`src/rtl/issue_scheduler.sv`:
```
// Oldest-first issue select for the reservation station, with structural hazard
// tracking for a non-pipelined multiplier and a single outstanding memory op.
module issue_scheduler #(
    parameter int N_WAY    = 2,
    parameter int N_RS     = 8,
    parameter int AGE_W    = 4,
    parameter int MULT_LAT = 4
) (
    input  logic                             clock,
    input  logic                             reset,
    input  logic [N_RS-1:0]                  entry_valid,
    input  logic [N_RS-1:0]                  entry_ready,
    input  logic [N_RS*AGE_W-1:0]            entry_age,
    input  logic [N_RS*2-1:0]                entry_fu,
    input  logic                             ex_stall,
    input  logic                             mem_done,
    output logic [N_RS-1:0]                  grant,
    output logic [N_WAY*$clog2(N_RS)-1:0]    issue_idx,
    output logic [N_WAY-1:0]                 slot_valid,
    output logic [$clog2(N_WAY):0]           issue_num,
    output logic                             mult_busy,
    output logic                             mem_busy
);

    localparam int IDX_W = $clog2(N_RS);
    localparam int CNT_W = $clog2(MULT_LAT + 1);
    localparam int NUM_W = $clog2(N_WAY) + 1;

    localparam logic [1:0] FU_MULT = 2'b01;
    localparam logic [1:0] FU_MEM  = 2'b10;
    localparam logic [1:0] FU_ILL  = 2'b11;

    typedef enum logic {M_IDLE, M_BUSY} mem_state_t;

    mem_state_t             mem_state_q, mem_state_d;
    logic [CNT_W-1:0]       mult_cnt_q, mult_cnt_d;

    logic [N_RS-1:0]        elig, avail, grant_raw;
    logic [N_WAY-1:0]       sv_raw;
    logic [N_WAY*IDX_W-1:0] idx_raw;
    logic                   mult_taken, mem_taken, found;
    logic                   mult_ok, mem_ok;
    logic [IDX_W-1:0]       best;
    logic [AGE_W-1:0]       best_age;
    logic [1:0]             best_fu, fu_i;
    logic                   block_issue, mult_fire, mem_fire;

    // Each slot greedily takes the oldest remaining candidate; a slot skips a
    // second MULT/MEM rather than stopping, so younger ALU ops still issue.
    always_comb begin
        mult_ok    = (mult_cnt_q == '0);
        mem_ok     = (mem_state_q == M_IDLE) || mem_done;
        elig       = '0;
        fu_i       = '0;
        grant_raw  = '0;
        sv_raw     = '0;
        idx_raw    = '0;
        mult_taken = 1'b0;
        mem_taken  = 1'b0;
        found      = 1'b0;
        best       = '0;
        best_age   = '0;
        best_fu    = '0;
        for (int i = 0; i < N_RS; i++) begin
            fu_i    = entry_fu[2*i +: 2];
            elig[i] = entry_valid[i] && entry_ready[i] && (fu_i != FU_ILL) &&
                      ((fu_i != FU_MULT) || mult_ok) && ((fu_i != FU_MEM) || mem_ok);
        end
        avail = elig;
        for (int k = 0; k < N_WAY; k++) begin
            found    = 1'b0;
            best     = '0;
            best_age = '0;
            best_fu  = '0;
            for (int i = 0; i < N_RS; i++) begin
                fu_i = entry_fu[2*i +: 2];
                if (avail[i] && !((fu_i == FU_MULT) && mult_taken) &&
                    !((fu_i == FU_MEM) && mem_taken) &&
                    (!found || (entry_age[i*AGE_W +: AGE_W] < best_age))) begin
                    found    = 1'b1;
                    best     = IDX_W'(i);
                    best_age = entry_age[i*AGE_W +: AGE_W];
                    best_fu  = fu_i;
                end
            end
            if (found) begin
                grant_raw[best]            = 1'b1;
                avail[best]                = 1'b0;
                sv_raw[k]                  = 1'b1;
                idx_raw[k*IDX_W +: IDX_W]  = best;
                if (best_fu == FU_MULT) mult_taken = 1'b1;
                if (best_fu == FU_MEM)  mem_taken  = 1'b1;
            end
        end
    end

    assign block_issue = ex_stall || reset;
    assign grant       = block_issue ? '0 : grant_raw;
    assign slot_valid  = block_issue ? '0 : sv_raw;
    assign issue_idx   = block_issue ? '0 : idx_raw;
    assign mult_fire   = mult_taken && !block_issue;
    assign mem_fire    = mem_taken && !block_issue;

    always_comb begin
        issue_num = '0;
        for (int k = 0; k < N_WAY; k++) begin
            issue_num = issue_num + NUM_W'(slot_valid[k]);
        end
    end

    // Occupancy counter keeps counting down even while issue is stalled.
    always_comb begin
        mult_cnt_d = mult_cnt_q;
        if (mult_fire) begin
            mult_cnt_d = CNT_W'(MULT_LAT - 1);
        end else if (mult_cnt_q != '0) begin
            mult_cnt_d = mult_cnt_q - CNT_W'(1);
        end
    end

    always_comb begin
        mem_state_d = mem_state_q;
        case (mem_state_q)
            M_IDLE: if (mem_fire) mem_state_d = M_BUSY;
            M_BUSY: if (mem_done && !mem_fire) mem_state_d = M_IDLE;
            default: mem_state_d = M_IDLE;
        endcase
    end

    always_ff @(posedge clock or posedge reset) begin
        if (reset) begin
            mult_cnt_q  <= '0;
            mem_state_q <= M_IDLE;
        end else begin
            mult_cnt_q  <= mult_cnt_d;
            mem_state_q <= mem_state_d;
        end
    end

    assign mult_busy = (mult_cnt_q != '0);
    assign mem_busy  = (mem_state_q == M_BUSY);

endmodule

```
`config.mk`:
```
export PLATFORM = sky130hd
export DESIGN_NAME = issue_scheduler
export DESIGN_NICKNAME = d
export VERILOG_FILES = /design/src/rtl/issue_scheduler.sv
export SDC_FILE = /design/constraint.sdc
export NUM_CORES = 1
export LEC_CHECK = 0
export BUFFER_PORTS_ARGS = -buffer_cell sky130_fd_sc_hd__buf_4
export CAP_MARGIN = 15
export CORE_MARGIN = 2
export CORE_UTILIZATION = 61
export CTS_CLUSTER_SIZE = 25
export DETAILED_ROUTE_END_ITERATION = 8
export PLACE_DENSITY = 0.89
export SYNTH_ARGS = -nofsm -noshare
export SYNTH_HDL_FRONTEND = slang
export SYNTH_SLANG_ARGS = --single-unit
```
`constraint.sdc`:
```
create_clock -name clock -period 46 [get_ports clock]
set_input_delay 4.6 -clock clock [delete_from_list [all_inputs] [get_ports clock]]
set_output_delay 4.6 -clock clock [all_outputs]
set_load 0.02 [all_outputs]
```
# ---- Yosys cells after proc, flatten, opt, wreduce, memory -nomap -nowiden
# Cells that the tools add are included.
# Widths: inputs -> output; s select.
dict set report totals {
  reg_bits 4
  inputBits 68
  output_inout_bits 20
  wordCells 307
}
dict set report classes {
  n_addsub 2
  order_cmp 18
  eq_ne 44
  mux 87
  bitwise 4
  reduce_logical 150
}
# cell count
set op_table {}
lappend op_table {{$logic_and 1x1->1} 83}
lappend op_table {{$lt 4x4->1} 14}
lappend op_table {{$mux 4} 14}
lappend op_table {{$mux 3} 14}
lappend op_table {{$mux 2} 19}
lappend op_table {{$logic_not 1->1} 32}
lappend op_table {{$logic_or 1x1->1} 32}
lappend op_table {{$mux 1} 32}
lappend op_table {{$mux 8} 4}
lappend op_table {{$ne 2x2->1 const B} 16}
lappend op_table {{$eq 2x1->1 const B} 10}
lappend op_table {{$eq 2x2->1 const B} 10}
lappend op_table {{$ne 2x1->1 const B} 8}
lappend op_table {{$and 8x8->8} 1}
lappend op_table {{$lt 3x4->1 const B} 2}
lappend op_table {{$not 8->8} 1}
lappend op_table {{$or 8x8->8} 1}
lappend op_table {{$demux 1 s3} 2}
lappend op_table {{$ge 3x1->1 const B} 2}
lappend op_table {{$mux 6} 1}
lappend op_table {{$logic_not 3->1} 1}
lappend op_table {{$reduce_bool 3->1} 1}
lappend op_table {{$sub 3x1->3 const B} 1}
lappend op_table {{$add 1x1->2} 1}
lappend op_table {{other kinds (3)} 3}

# ---- Longest topological paths before layout
dict set report depth {
  depth_word 79
  ltp_mapped 129
}

# ---- Worst setup path after synthesis
# OpenSTA, ideal clock, no wires.
dict set report synth_timing {
  path_kind {input port to output port}
  start {input port entry_fu[1]}
  end {output port grant[1]}
  t_arrival_ns 26.986
  setup_slack_ns 14.414
  stages 117
  path_buffers 5
  path_cell_list {nor3b_2 o211a_2 nand2_1 ha_1 a211o_1 a21oi_1 a211o_1 clkbuf_1 nand2_1 o21ai_0 inv_1 ha_1 nand3_1 or2_2 a221oi_1 nor2_2 a21oi_1 inv_1 [81 not listed] ha_1 a21o_1 a21o_1 a211oi_1 nand3_1 o211ai_1 buf_2 nand2_1 o21a_1 ha_1 o21ai_0 nand2b_1 a21oi_1 nor2_1 nor2_1 a211oi_4 or4b_1 o32ai_1}
}
dict set report synth_via {
  elab_chain_cells 78
}
# item line_no
set synth_rtl {}
lappend synth_rtl {{start, declared} 14} ;# input logic [N_RS*2-1:0] entry_fu,
lappend synth_rtl {{$ne 2x2->1 / $ne 2x1->1 (equally long branches)} {66, 67}}
lappend synth_rtl {{$logic_and 1x1->1 / $logic_or 1x1->1 (equally long branches)} {66, 67}}
lappend synth_rtl {{$logic_and 1x1->1} 66} ;# elig[i] = entry_valid[i] && entry_ready[i] && (fu_i != FU_ILL) &&
lappend synth_rtl {{$logic_and 1x1->1} 67} ;# ((fu_i != FU_MULT) || mult_ok) && ((fu_i != FU_MEM) || mem_ok);
lappend synth_rtl {{$mux 4 / $mux 1 (equally long branches)} 77} ;# if (avail[i] && !((fu_i == FU_MULT) && mult_taken) &&
lappend synth_rtl {{$lt 4x4->1 / $logic_not 1->1 (equally long branches)} 79} ;# (!found || (entry_age[i*AGE_W +: AGE_W] < best_age))) begin
lappend synth_rtl {{$logic_or 1x1->1} 79}
lappend synth_rtl {{$logic_and 1x1->1} 78} ;# !((fu_i == FU_MEM) && mem_taken) &&
lappend synth_rtl {{[62 not listed]} n/a}
lappend synth_rtl {{$mux 3} 77}
lappend synth_rtl {{$lt 3x4->1 / $ge 3x1->1 (equally long branches)} n/a}
lappend synth_rtl {{$logic_and 1x1->1} n/a}
lappend synth_rtl {{$mux 1} n/a}
lappend synth_rtl {{$demux 1 s3} n/a}
lappend synth_rtl {{$or 8x8->8 (no line)} n/a}
lappend synth_rtl {{$mux 8 (*)} 86} ;# if (found) begin
lappend synth_rtl {{$mux 8 (*)} 98} ;# assign grant = block_issue ? '0 : grant_raw;
lappend synth_rtl {{end, declared} 17} ;# output logic [N_RS-1:0] grant,
# Mark *: on every way between the ends. The rest lies on a longest branch, timed or not.

# ---- Worst setup path after layout
# Same ends and word-level chain as after synthesis.

==> impl_results.rst <==
.. list-table::
   :header-rows: 1

   * - Metric
     - Value
   * - Routed Wire Length
     - 14300 um
   * - Starting density of the core
     - 62.1%
   * - Tightest Pin Transition
     - ~0.82 ns
   * - Ratio of cells with drive above 1 in the final layout
     - a little under a quarter
   * - Post-Place Setup Slack
     - 10.83 ns
   * - Period utilisation layout
     - about four fifths
   * - CTS clock-pin slew for the worst setup and hold paths
     - 0.03 ns
   * - Hold Crit Depth
     - 2
   * - CP endpoint
     - grant[1]
   * - Top cell family by delay on the critical path
     - compound AO/OA/AOI/OAI gates
   * - CP max stage delay
     - 0.73 ns
   * - Synth-to-layout area growth
     - 19.5%
   * - Post-CTS Setup Repair Bufs
     - 0
   * - Total clock buffers created by CTS
     - 3
   * - Endpoint class of the critical path
     - output pin
   * - Summed instance area of the synthesized netlist
     - around 3900 um2
   * - Combined buffer and inverter count along the critical path
     - 8
   * - Number of stages on the worst setup path
     - 113
   * - Slew Limit Fails
     - 0
   * - Insertion delay of the later-clocked pin in the worst-skew pair
     - 0.23 ns
   * - Number of setup violations in the final report
     - 0
   * - Total global routing track utilization
     - 39.4%
   * - Kind of launch point of the worst setup path
     - input port
   * - Number of buffers on the longest clock path
     - 2
   * - Type of the worst min-delay path
     - register to register
   * - Total Negative Setup Slacks
     - 0 ns
   * - DRT Pass-1 Iters
     - 5
   * - Y dimension of the die
     - between 80 and 90 um
   * - Port bufs
     - slightly below 90
   * - Number of instances in the synthesized netlist
     - roughly 550
   * - Timing-limited maximum frequency
     - around 28 MHz
   * - Proportion of synthesized flip-flops having asynchronous set or reset
     - between 90% and 100%
   * - Routed vias/inst
     - 7.09
   * - Worst Skew
     - 0.0113 ns
   * - Global-route wire length before repair
     - roughly 23000 um
   * - Headroom to the max-slew limit
     - 45.2%
   * - Std cell rows
     - 29
   * - PnR worst setup slack
     - 10.11 ns
   * - Path type of the worst setup path
     - input port to output pin
   * - FILL cells
     - between 500 and 600
   * - Post-route insts no fill
     - 707
   * - Clock Root Buffer
     - sky130_fd_sc_hd__clkbuf_8
   * - Routability Congestion
     - around 1.0
   * - Pint
     - 55.2 uW
   * - Die ar.
     - 7010 um2
   * - R2R depth
     - 111
   * - Hold-fix buffer count after cts
     - 0
   * - Final hold viol count
     - 0
   * - Logic gate share of total power
     - 88.2%
   * - Maximum number of pins on one net before global-route repair
     - 19
   * - Cell area power density
     - around 27 nW/um2
   * - Post-cts gate resize count
     - 0
   * - Count of unresolved DRC violations after routing
     - 0
   * - Max Fanout on Critical Path
     - 18
   * - Number of maximum-capacitance constraint violations
     - 0
   * - Number of placed cells counting well taps
     - 704
   * - Slowest CP cell
     - sky130_fd_sc_hd__o311ai_2
   * - Worst R2R End
     - mult_cnt_q[1]
   * - DR WL/cell
     - 20.2 um
   * - Switching power as a share of total power
     - 56.4%
   * - Multi-input gate area
     - 3540 um2
   * - Sequential share of power
     - 5.3%
   * - Number of enable flip-flop cells after synthesis
     - 0
   * - RSZ-0062 raised after global routing
     - no
   * - Grt ovf
     - 0
   * - Number of synthesized register bits
     - 4
   * - Crit. Startpoint
     - entry_fu[1]
   * - Top flip-flop cell by instance count after synthesis
     - sky130_fd_sc_hd__dfrtp_1
   * - Area of the core region
     - approximately 6200 um2
   * - CTS tree
     - yes
   * - Total Nets Final
     - 745
   * - Number of distinct library cells after synthesis
     - 80
   * - Count of vias placed by the detailed router
     - 5015
   * - Diodes inserted
     - 0
   * - Vias in the first global route
     - 4863
   * - Antenna violations before repair
     - 0
   * - Post-Syn Nets
     - 662
   * - Drt initial violations
     - 439
   * - Antenna-violating nets left
     - 0
   * - Share of power burned in the clock network
     - 6.4%
   * - Critical path required time
     - 41.40 ns
   * - Status
     - finished clean
   * - Detail Placement HPWL
     - 11700 um
   * - Total I/O pin count
     - about 90
   * - Peak VDD IR
     - between 0.00002 and 0.00003 V
   * - Worst reg2reg startpoint
     - mult_cnt_q[0]
   * - Yosys warnings
     - 0
   * - Sequential-to-total area share from yosys stat
     - 2.58%
   * - Clock period minus final worst setup slack
     - 35.89 ns
   * - Clk sink count
     - 4
   * - Setup slack of the most critical reg-to-reg path
     - 18.46 ns
   * - Leak
     - 2.06 nW
   * - Arrival time at the worst endpoint
     - between 30 and 40 ns
   * - Reported net switching power
     - 71.5 uW
   * - Maximum level of the CTS H-tree
     - 1
   * - Horizontal extent of the die
     - 83.7 um
   * - Post-Syn Area per Cell
     - 7.06 um2
   * - Sequential cell area
     - 100 um2
how the worst min path moves through the flow:
stage | start | endpoint | slack, ns
CTS | mult_cnt_q[1] | mult_cnt_q[1] | 0.54
finish | mult_cnt_q[1] | mult_cnt_q[1] | 0.54
detailed placement | mult_cnt_q[1] | mult_cnt_q[1] | 0.51
global route | mult_cnt_q[0] | mult_cnt_q[0] | 0.58
global placement | mult_cnt_q[0] | mult_cnt_q[0] | 0.51
floorplan | mult_cnt_q[1] | mult_cnt_q[1] | 0.48
power groups by stage:
stage | Combinational [mW] | Sequential (mW) | Clock [mW]
global route | 0.121 | 0.00698 | 0.00853
CTS | 0.108 | 0.00667 | 0.00797
finish | 0.112 | 0.00673 | 0.00817
global placement | 0.104 | 0.00654 | 0
detailed placement | 0.108 | 0.00668 | 0
floorplan | 0.0760 | 0.00663 | 0
logic make-up (layout without fill, tap and decap cells):
kind of cell,after synthesis,in the layout,share of synthesized area [%]
AOI/OAI and AO/OA,227,227,44.3
xor gates and xnor gates,1,1,0.226
adders and majority gates,45,45,14.5
buffers and inverters,58,139,6.04
DFF,4,4,2.58
muxes,29,29,7.78
and+or+nand+nor,185,185,24.6
registers in the layout (all words and copies together), names as in the netlist:
signal	count
mult_cnt_q	3
mem_busy	1
Yosys cell counts (5+ instances only):
master	n	area share (%)
sky130_fd_sc_hd__a211o_1	12	2.7
sky130_fd_sc_hd__a21o_1	14	2.7
sky130_fd_sc_hd__a21oi_1	46	5.9
sky130_fd_sc_hd__a221o_1	5	1.3
sky130_fd_sc_hd__a31oi_1	9	1.5
sky130_fd_sc_hd__and3_1	6	0.97
sky130_fd_sc_hd__clkbuf_1	7	0.68
sky130_fd_sc_hd__ha_1	45	15
sky130_fd_sc_hd__inv_1	45	4.4
sky130_fd_sc_hd__mux2_2	9	2.6
sky130_fd_sc_hd__mux2i_1	20	5.2
sky130_fd_sc_hd__nand2_1	56	5.4
sky130_fd_sc_hd__nand2b_1	11	1.8
sky130_fd_sc_hd__nand3_1	15	1.9
sky130_fd_sc_hd__nor2_1	44	4.3
sky130_fd_sc_hd__nor2b_1	9	1.5
sky130_fd_sc_hd__nor3_1	9	1.2
sky130_fd_sc_hd__o211ai_1	12	2.3
sky130_fd_sc_hd__o21a_1	13	2.5
sky130_fd_sc_hd__o21ai_0	36	4.6
sky130_fd_sc_hd__or4_1	5	0.97
tightest hold or removal path, cell delays in order, from the launching register on:
cell	delay, ns
sky130_fd_sc_hd__dfrtp_1	0.33
sky130_fd_sc_hd__o21ai_0	0.09
sky130_fd_sc_hd__o31ai_1	0.08
cell type report:
type	count	area share, %
Clock buffer	3	0.892
Inverter	45	3.65
Multi-Input combinational cell	487	76.5
Tap cell	77	2.08
Sequential cell	4	2.16
Timing Repair Buffer	91	14.8
routing by layer:
metal  part of all wire (%)  global-route usage (%)  up-vias
li1                       -                       -     2293
met5                      0                       0        -
met1                     38                    46.4     2320
met2                     48                    70.3      342
met4                    4.4                    16.3        0
met3                    9.1                    6.43       60
layout by cell type, fill, tap and decap left out, drive strengths merged, types with 3 or more instances in the layout:
cell type  Yosys  final
a21oi         50     50
inv           45     45
a221o          5      5
mux2           9      9
nor3          11     11
or4            5      5
ha            45     45
o2111ai        3      3
a311oi         5      5
dfrtp          4      4
nor2          45     45
a211oi         9      9
o31ai          3      3
o21a          14     14
mux2i         20     20
a2111oi        3      3
o211a          5      5
buf            6     91
a31o           7      7
or3            3      3
o22ai          3      3
a31oi         12     12
o21ai         39     39
a21o          14     14
clkbuf         7      3
and2           4      4
nor2b          9      9
and3           6      6
nand2b        11     11
nand2         56     56
nand3         15     15
o211ai        15     15
a211o         12     12
nor4           7      7
nand4          4      4
a221oi         6      6
metrics by stage:
step | cell area, um2 | power (mW) | hold WS [ns] | utilization, %
2_1_floorplan | 3870 | 0.0826 | 0.485 | -
3_3_place_gp | 4590 | 0.110 | 0.514 | 73.5
3_5_place_dp | 4590 | 0.114 | 0.513 | 73.5
4_1_cts | 4630 | 0.123 | 0.537 | 74.2
5_1_grt | 4630 | 0.137 | 0.578 | 74.2
6_report | 4630 | 0.127 | 0.539 | 74.2
Note: power is estimated with default switching activity, not from simulation.
